## src/rtl/matrix_calc_dispatcher.sv

```systemverilog
// Matrix operation dispatcher: latches an operation request, launches the
// matching compute unit with a one-hot pulse, then waits for that unit to
// complete, fail, time out or be aborted, and reports the outcome.
module matrix_calc_dispatcher #(
    parameter int DATA_W      = 32,
    parameter int ID_W        = 3,
    parameter int TIMEOUT_CYC = 65535
) (
    input  logic              clk,
    input  logic              rst,
    input  logic              start,
    input  logic [2:0]        calc_type,
    input  logic [ID_W-1:0]   id_a,
    input  logic [ID_W-1:0]   id_b,
    input  logic [DATA_W-1:0] scalar_in,
    input  logic              abort,
    output logic [4:0]        unit_start,
    output logic [ID_W-1:0]   unit_id_a,
    output logic [ID_W-1:0]   unit_id_b,
    output logic [DATA_W-1:0] unit_scalar,
    input  logic [4:0]        unit_done,
    input  logic [4:0]        unit_err,
    output logic              busy,
    output logic              done,
    output logic              err,
    output logic [2:0]        err_code
);

    typedef enum logic [2:0] {
        S_IDLE,
        S_CHECK,
        S_LAUNCH,
        S_WAIT_UNIT,
        S_FINISH,
        S_FAIL
    } state_t;

    localparam logic [2:0] OP_TRANSPOSE  = 3'd0;
    localparam logic [2:0] OP_SCALAR_MUL = 3'd3;
    localparam logic [2:0] OP_LAST       = 3'd4;

    localparam logic [2:0] EC_NONE    = 3'd0;
    localparam logic [2:0] EC_ILLEGAL = 3'd1;
    localparam logic [2:0] EC_TIMEOUT = 3'd2;
    localparam logic [2:0] EC_UNIT    = 3'd3;
    localparam logic [2:0] EC_ABORT   = 3'd4;

    localparam int CNT_W = 16;
    // One bit wider than the counter so the limit compare cannot wrap.
    localparam logic [CNT_W:0] TIMEOUT_LIM = (CNT_W+1)'(TIMEOUT_CYC);

    state_t              state_q, state_d;
    logic [2:0]          type_q, type_d;
    logic [ID_W-1:0]     id_a_q, id_a_d;
    logic [ID_W-1:0]     id_b_q, id_b_d;
    logic [DATA_W-1:0]   scalar_q, scalar_d;
    logic [CNT_W-1:0]    cnt_q, cnt_d;
    logic [2:0]          err_code_q, err_code_d;

    logic [4:0]          sel;
    logic                act_done;
    logic                act_err;
    logic                cnt_hit;

    // One-hot select of the latched operation; illegal codes select nothing.
    always_comb begin
        sel = '0;
        case (type_q)
            3'd0:    sel = 5'b00001;
            3'd1:    sel = 5'b00010;
            3'd2:    sel = 5'b00100;
            3'd3:    sel = 5'b01000;
            3'd4:    sel = 5'b10000;
            default: sel = '0;
        endcase
    end

    // Only the active unit's done/err bits matter; err counts only with done.
    assign act_done = |(unit_done & sel);
    assign act_err  = |(unit_done & unit_err & sel);
    // True in the WAIT_UNIT cycle where the counter reaches the limit.
    assign cnt_hit  = (({1'b0, cnt_q} + {{CNT_W{1'b0}}, 1'b1}) == TIMEOUT_LIM);

    // Next-state logic: abort beats everything, completion beats timeout.
    always_comb begin
        state_d    = state_q;
        type_d     = type_q;
        id_a_d     = id_a_q;
        id_b_d     = id_b_q;
        scalar_d   = scalar_q;
        cnt_d      = cnt_q;
        err_code_d = err_code_q;

        case (state_q)
            S_IDLE: begin
                if (start) begin
                    type_d     = calc_type;
                    id_a_d     = id_a;
                    id_b_d     = (calc_type == OP_TRANSPOSE || calc_type == OP_SCALAR_MUL)
                                 ? '0 : id_b;
                    scalar_d   = (calc_type == OP_SCALAR_MUL) ? scalar_in : '0;
                    err_code_d = EC_NONE;
                    state_d    = S_CHECK;
                end
            end
            S_CHECK: begin
                if (abort) begin
                    err_code_d = EC_ABORT;
                    state_d    = S_FAIL;
                end else if (type_q > OP_LAST) begin
                    err_code_d = EC_ILLEGAL;
                    state_d    = S_FAIL;
                end else begin
                    state_d    = S_LAUNCH;
                end
            end
            S_LAUNCH: begin
                cnt_d = '0;
                if (abort) begin
                    err_code_d = EC_ABORT;
                    state_d    = S_FAIL;
                end else begin
                    state_d    = S_WAIT_UNIT;
                end
            end
            S_WAIT_UNIT: begin
                cnt_d = cnt_q + 1'b1;
                if (abort) begin
                    err_code_d = EC_ABORT;
                    state_d    = S_FAIL;
                end else if (act_done) begin
                    if (act_err) begin
                        err_code_d = EC_UNIT;
                        state_d    = S_FAIL;
                    end else begin
                        state_d    = S_FINISH;
                    end
                end else if (cnt_hit) begin
                    err_code_d = EC_TIMEOUT;
                    state_d    = S_FAIL;
                end
            end
            S_FINISH: state_d = S_IDLE;
            S_FAIL:   state_d = S_IDLE;
            default:  state_d = S_IDLE;
        endcase
    end

    // State and operand registers; reset drops straight to IDLE.
    always_ff @(posedge clk or posedge rst) begin
        if (rst) begin
            state_q    <= S_IDLE;
            type_q     <= '0;
            id_a_q     <= '0;
            id_b_q     <= '0;
            scalar_q   <= '0;
            cnt_q      <= '0;
            err_code_q <= EC_NONE;
        end else begin
            state_q    <= state_d;
            type_q     <= type_d;
            id_a_q     <= id_a_d;
            id_b_q     <= id_b_d;
            scalar_q   <= scalar_d;
            cnt_q      <= cnt_d;
            err_code_q <= err_code_d;
        end
    end

    // Moore outputs decoded from the registered state.
    always_comb begin
        unit_start = (state_q == S_LAUNCH) ? sel : 5'b0;
        busy       = (state_q != S_IDLE);
        done       = (state_q == S_FINISH);
        err        = (state_q == S_FAIL);
    end

    assign unit_id_a   = id_a_q;
    assign unit_id_b   = id_b_q;
    assign unit_scalar = scalar_q;
    assign err_code    = err_code_q;

endmodule

```

## config.mk

```make
export PLATFORM = sky130hd
export DESIGN_NAME = matrix_calc_dispatcher
export DESIGN_NICKNAME = d
export VERILOG_FILES = /design/src/rtl/matrix_calc_dispatcher.sv
export SDC_FILE = /design/constraint.sdc
export NUM_CORES = 1
export LEC_CHECK = 0
export ABC_AREA = 1
export CORE_ASPECT_RATIO = 1.75
export CORE_UTILIZATION = 40
export DETAILED_ROUTE_END_ITERATION = 10
export PLACE_DENSITY = 0.71
export RECOVER_POWER = 100
export SLEW_MARGIN = 5
export SYNTH_ARGS = -nofsm -noshare
export SYNTH_HDL_FRONTEND = slang
export SYNTH_SLANG_ARGS = --single-unit
```

## constraint.sdc

```tcl
create_clock -name clk -period 5.35 [get_ports clk]
set_input_delay 0.535 -clock clk [delete_from_list [all_inputs] [get_ports clk]]
set_output_delay 0.535 -clock clk [all_outputs]
set_load 0.01 [all_outputs]
```

==> impl_metrics.csv <==
group,metric,value,unit
sta,setup_total_negative_slack,0,ns
sta,fmaxAchievable,285,MHz
detailed_routing,drt_pass1_iterations,5,
global_routing,grt_use_total,22.2,%
detailed_routing,met2WireLength,4210,µm
floorplanning,initial_utilization,41.0,%
detailed_routing,antenna_left,0,
setup_path,reg2reg_setup_slack,1.98,ns
run_status,violations,"max-capacitance violations, max-slew violations",
clock_tree,cts_repair_resize_count,0,
detailed_routing,routed_wl,8640,µm
detailed_routing,met1_length,3380,µm
clock_tree,tritoncts,"built",
sta,relSlewSlack,-16.4,%
setup_path,crit_path_end_kind,"flip-flop",
floorplanning,die-width,69.9,µm
clock_tree,clk-insertion-delay-late,0.33,ns
synthesis,most_numerous_cell_in_the_yosys_netlist,"nand2_1",
flow_run,number_of_violations_of_the_max_capacitance_limit,1,
clock_tree,cts-buffers-inserted,9,
sta,tightest_slew,1.75,ns
detailed_routing,post_drt_via_cell_ratio,5.18,
global_routing,grt_overflow_total,0,
synthesis,ys_warn_count,0,
floorplanning,coreArea,0.00786,mm²
sta,period_minus_slack,3.51,ns
sta,layout_setup_ws,1.84,ns
sta,setup_repair_after_global_routing_missed_its_margin,"false",
setup_path,required,5.56,ns
clock_tree,cts.htree.levels,3,
synthesis,syn-mean-instance-area,7.57,µm²
placement,post_dp_area,0.00435,mm²
layout,design_area,0.00460,mm²
setup_path,worstRegToRegCells,7,
detailed_routing,top_layer,"met4",
placement,dpl.hpwl,6280,µm
placement,dpl_worst_slack,2.88,ns
synthesis,synthDistinctLibCells,26,
synthesis,netlist_area,0.00322,mm²
sta,setup_violations,0,
worst_hold_path,hold_path.startpoint,"unit_scalar[13]",
detailed_routing,route.detailed.wl_per_inst,13.8,µm
setup_path,crit_reg_reg_endpoint,"unit_id_b[2]",
synthesis,yosys-top-cells-count,"nand2_1, dfrtp_1, nand3_1",
global_routing,grt_pass1_wl,14800,µm
layout,area_delta_synth_final,42.6,%
global_routing,first_global_vias,3267,
synthesis,syn_inst,426,
clock_tree,numClockSinks,63,
power_and_ir_drop,total_power,1.88,mW
clock_tree,max-clock-path-buffers,2,
placement,io_buffer_count,103,
setup_path,rr_startpoint,"state_q[2]",
setup_path,crit_path_start_kind,"input port",
placement,globalplace.congestion,0.857,
clock_tree,cts-hold-fix-buffers,0,
layout,fin_nets,587,
synthesis,ys_seq_elements,63,
layout,share_of_layout_cells_above_drive_strength_1,6.73,%
clock_tree,clock_tree.root_cell,"clkbuf_16",
global_routing,antenna_found_initial,0,
sta,final_hold_fails,0,
floorplanning,floorplan.rows,43,
run_status,outcome,"complete, but fails checks",
sta,period_utilisation_layout,65.7,%
synthesis,top_area_cell_type_share_of_the_netlist_area,48.9,%
synthesis,post-synth-top-area-cell,"dfrtp_1",
synthesis,seq_total_area_yosys,48.9,%
sta,slew_viol_final,44,
floorplanning,floorplan.die_area,0.00844,mm²
detailed_routing,violation_count_after_the_first_detailed_route_iteration,188,
synthesis,synth-async-reset-ratio,100,%
synthesis,post_synth_edffs,0,
global_routing,grt_start_max_net_pins,64,
worst_hold_path,worstHoldPathType,"flip-flop to flip-flop",
setup_path,crit_path_kind,"input port to flip-flop",
synthesis,ys.flop_type,"dfrtp_1",
synthesis,ys_top_cells_by_area,"dfrtp_1, nand2_1, nand3_1",
worst_hold_path,timing.hold.worst_path_depth,2,
detailed_routing,remaining_drc_errors,0,
power_and_ir_drop,power.leakage,2.29,nW
clock_tree,cts.clk_slew.worst_paths,0.05,ns
setup_path,crit_path_max_fanout,43,
floorplanning,io-pin-count,104,
synthesis,synth_nets,483,
setup_path,cp_data_arrival_time,3.73,ns
worst_hold_path,timing.hold.worst_endpoint,"unit_scalar[13]",
floorplanning,die_height,121,µm
detailed_routing,met3_routed_wirelength,827,µm
sta,finClkSkew,0.00566,ns
power_and_ir_drop,power_density,409,mW/mm²
detailed_routing,route.vias.total,3238,
layout,fill_cells,704,
power_and_ir_drop,ir_drop,258,µV
layout,antenna_cells_inserted,0,
clock_tree,post-cts-setup-buffers,0,
-- kinds of logic after synthesis --
| logic type | share of synthesized area [%] |
|---|---|
| AND/OR/NAND/NOR | 38.6 |
| buffers and inverters | 6.21 |
| flip-flops | 48.9 |
| adder cells (fa/ha/maj) | 0.776 |
| AO/OA/AOI/OAI | 5.51 |
-- per-layer routing --
metal,global-route usage [%],vias up
met5,0,-
met4,10.1,0
met3,9.58,21
met2,36.8,118
met1,24.3,1512
li1,-,1587
-- layout by cell type, fill, tap and decap left out, types with 2 or more instances in the layout --
cell / n
nor2_2: 5
a21oi_1: 2
clkbuf_16: 9
clkdlybuf4s50_1: 52
nor4_1: 2
nand3_1: 58
nor3_1: 5
clkinv_2: 3
o21ai_0: 21
dfrtp_1: 63
o22ai_1: 6
clkbuf_1: 4
nand2_2: 4
nand4_1: 12
ha_1: 2
nand3_2: 3
nor2_1: 28
inv_2: 2
inv_1: 36
nor2_4: 3
nand2_1: 152
dlygate4sd3_1: 51
buf_4: 3
-- flip-flops by register name (all words and copies together) (netlist names) --
signal       count
state_q          3
type_q           3
unit_id_a        3
unit_id_b        3
cnt_q           16
unit_scalar     32
err_code         3
-- worst max path at each step --
stage,end,startpoint,slack [ns]
detailed placement,err_code[2],state_q[2],2.88
global route,unit_id_b[2],start,1.42
floorplan,cnt_q[0],rst,3.25
finish,unit_id_b[2],start,1.84
global placement,err_code[0],state_q[2],2.92
CTS,unit_start[1],state_q[2],2.77
-- power breakdown --
| group | total [mW] | switching, mW | internal [mW] |
|---|---|---|---|
| Sequential | 0.697 | 0.0984 | 0.598 |
| Combinational | 0.673 | 0.382 | 0.291 |
| Clock | 0.511 | 0.200 | 0.311 |
-- cell type report --
cell class / count / area [µm²] / area share (%)
Inverter: 39 / 146 / 3.18
Clock inverter: 4 / 22.5 / 0.490
Multi-Input combinational cell: 310 / 1450 / 31.5
Clock buffer: 12 / 236 / 5.14
Sequential cell: 63 / 1580 / 34.3
Tap cell: 90 / 113 / 2.45
Timing Repair Buffer: 107 / 1060 / 23.0
-- metrics by stage --
step	utilization [%]	hold slack (ns)	cells
final	58.6	0.471	625
after global routing	58.6	0.501	625
after CTS	58.7	0.481	625
after detailed placement	55.4	0.465	609
after global placement	55.4	0.458	609
after floorplan	-	0.505	426
-- worst max-delay path, stage by stage --
cell	delay, ns
dlygate4sd3_1	0.55
nand3_1	0.09
clkbuf_1	1.25
inv_1	0.67
buf_4	0.42
nand3_1	0.12
nand2_1	0.06
Note: power is estimated with default switching activity, not from simulation.
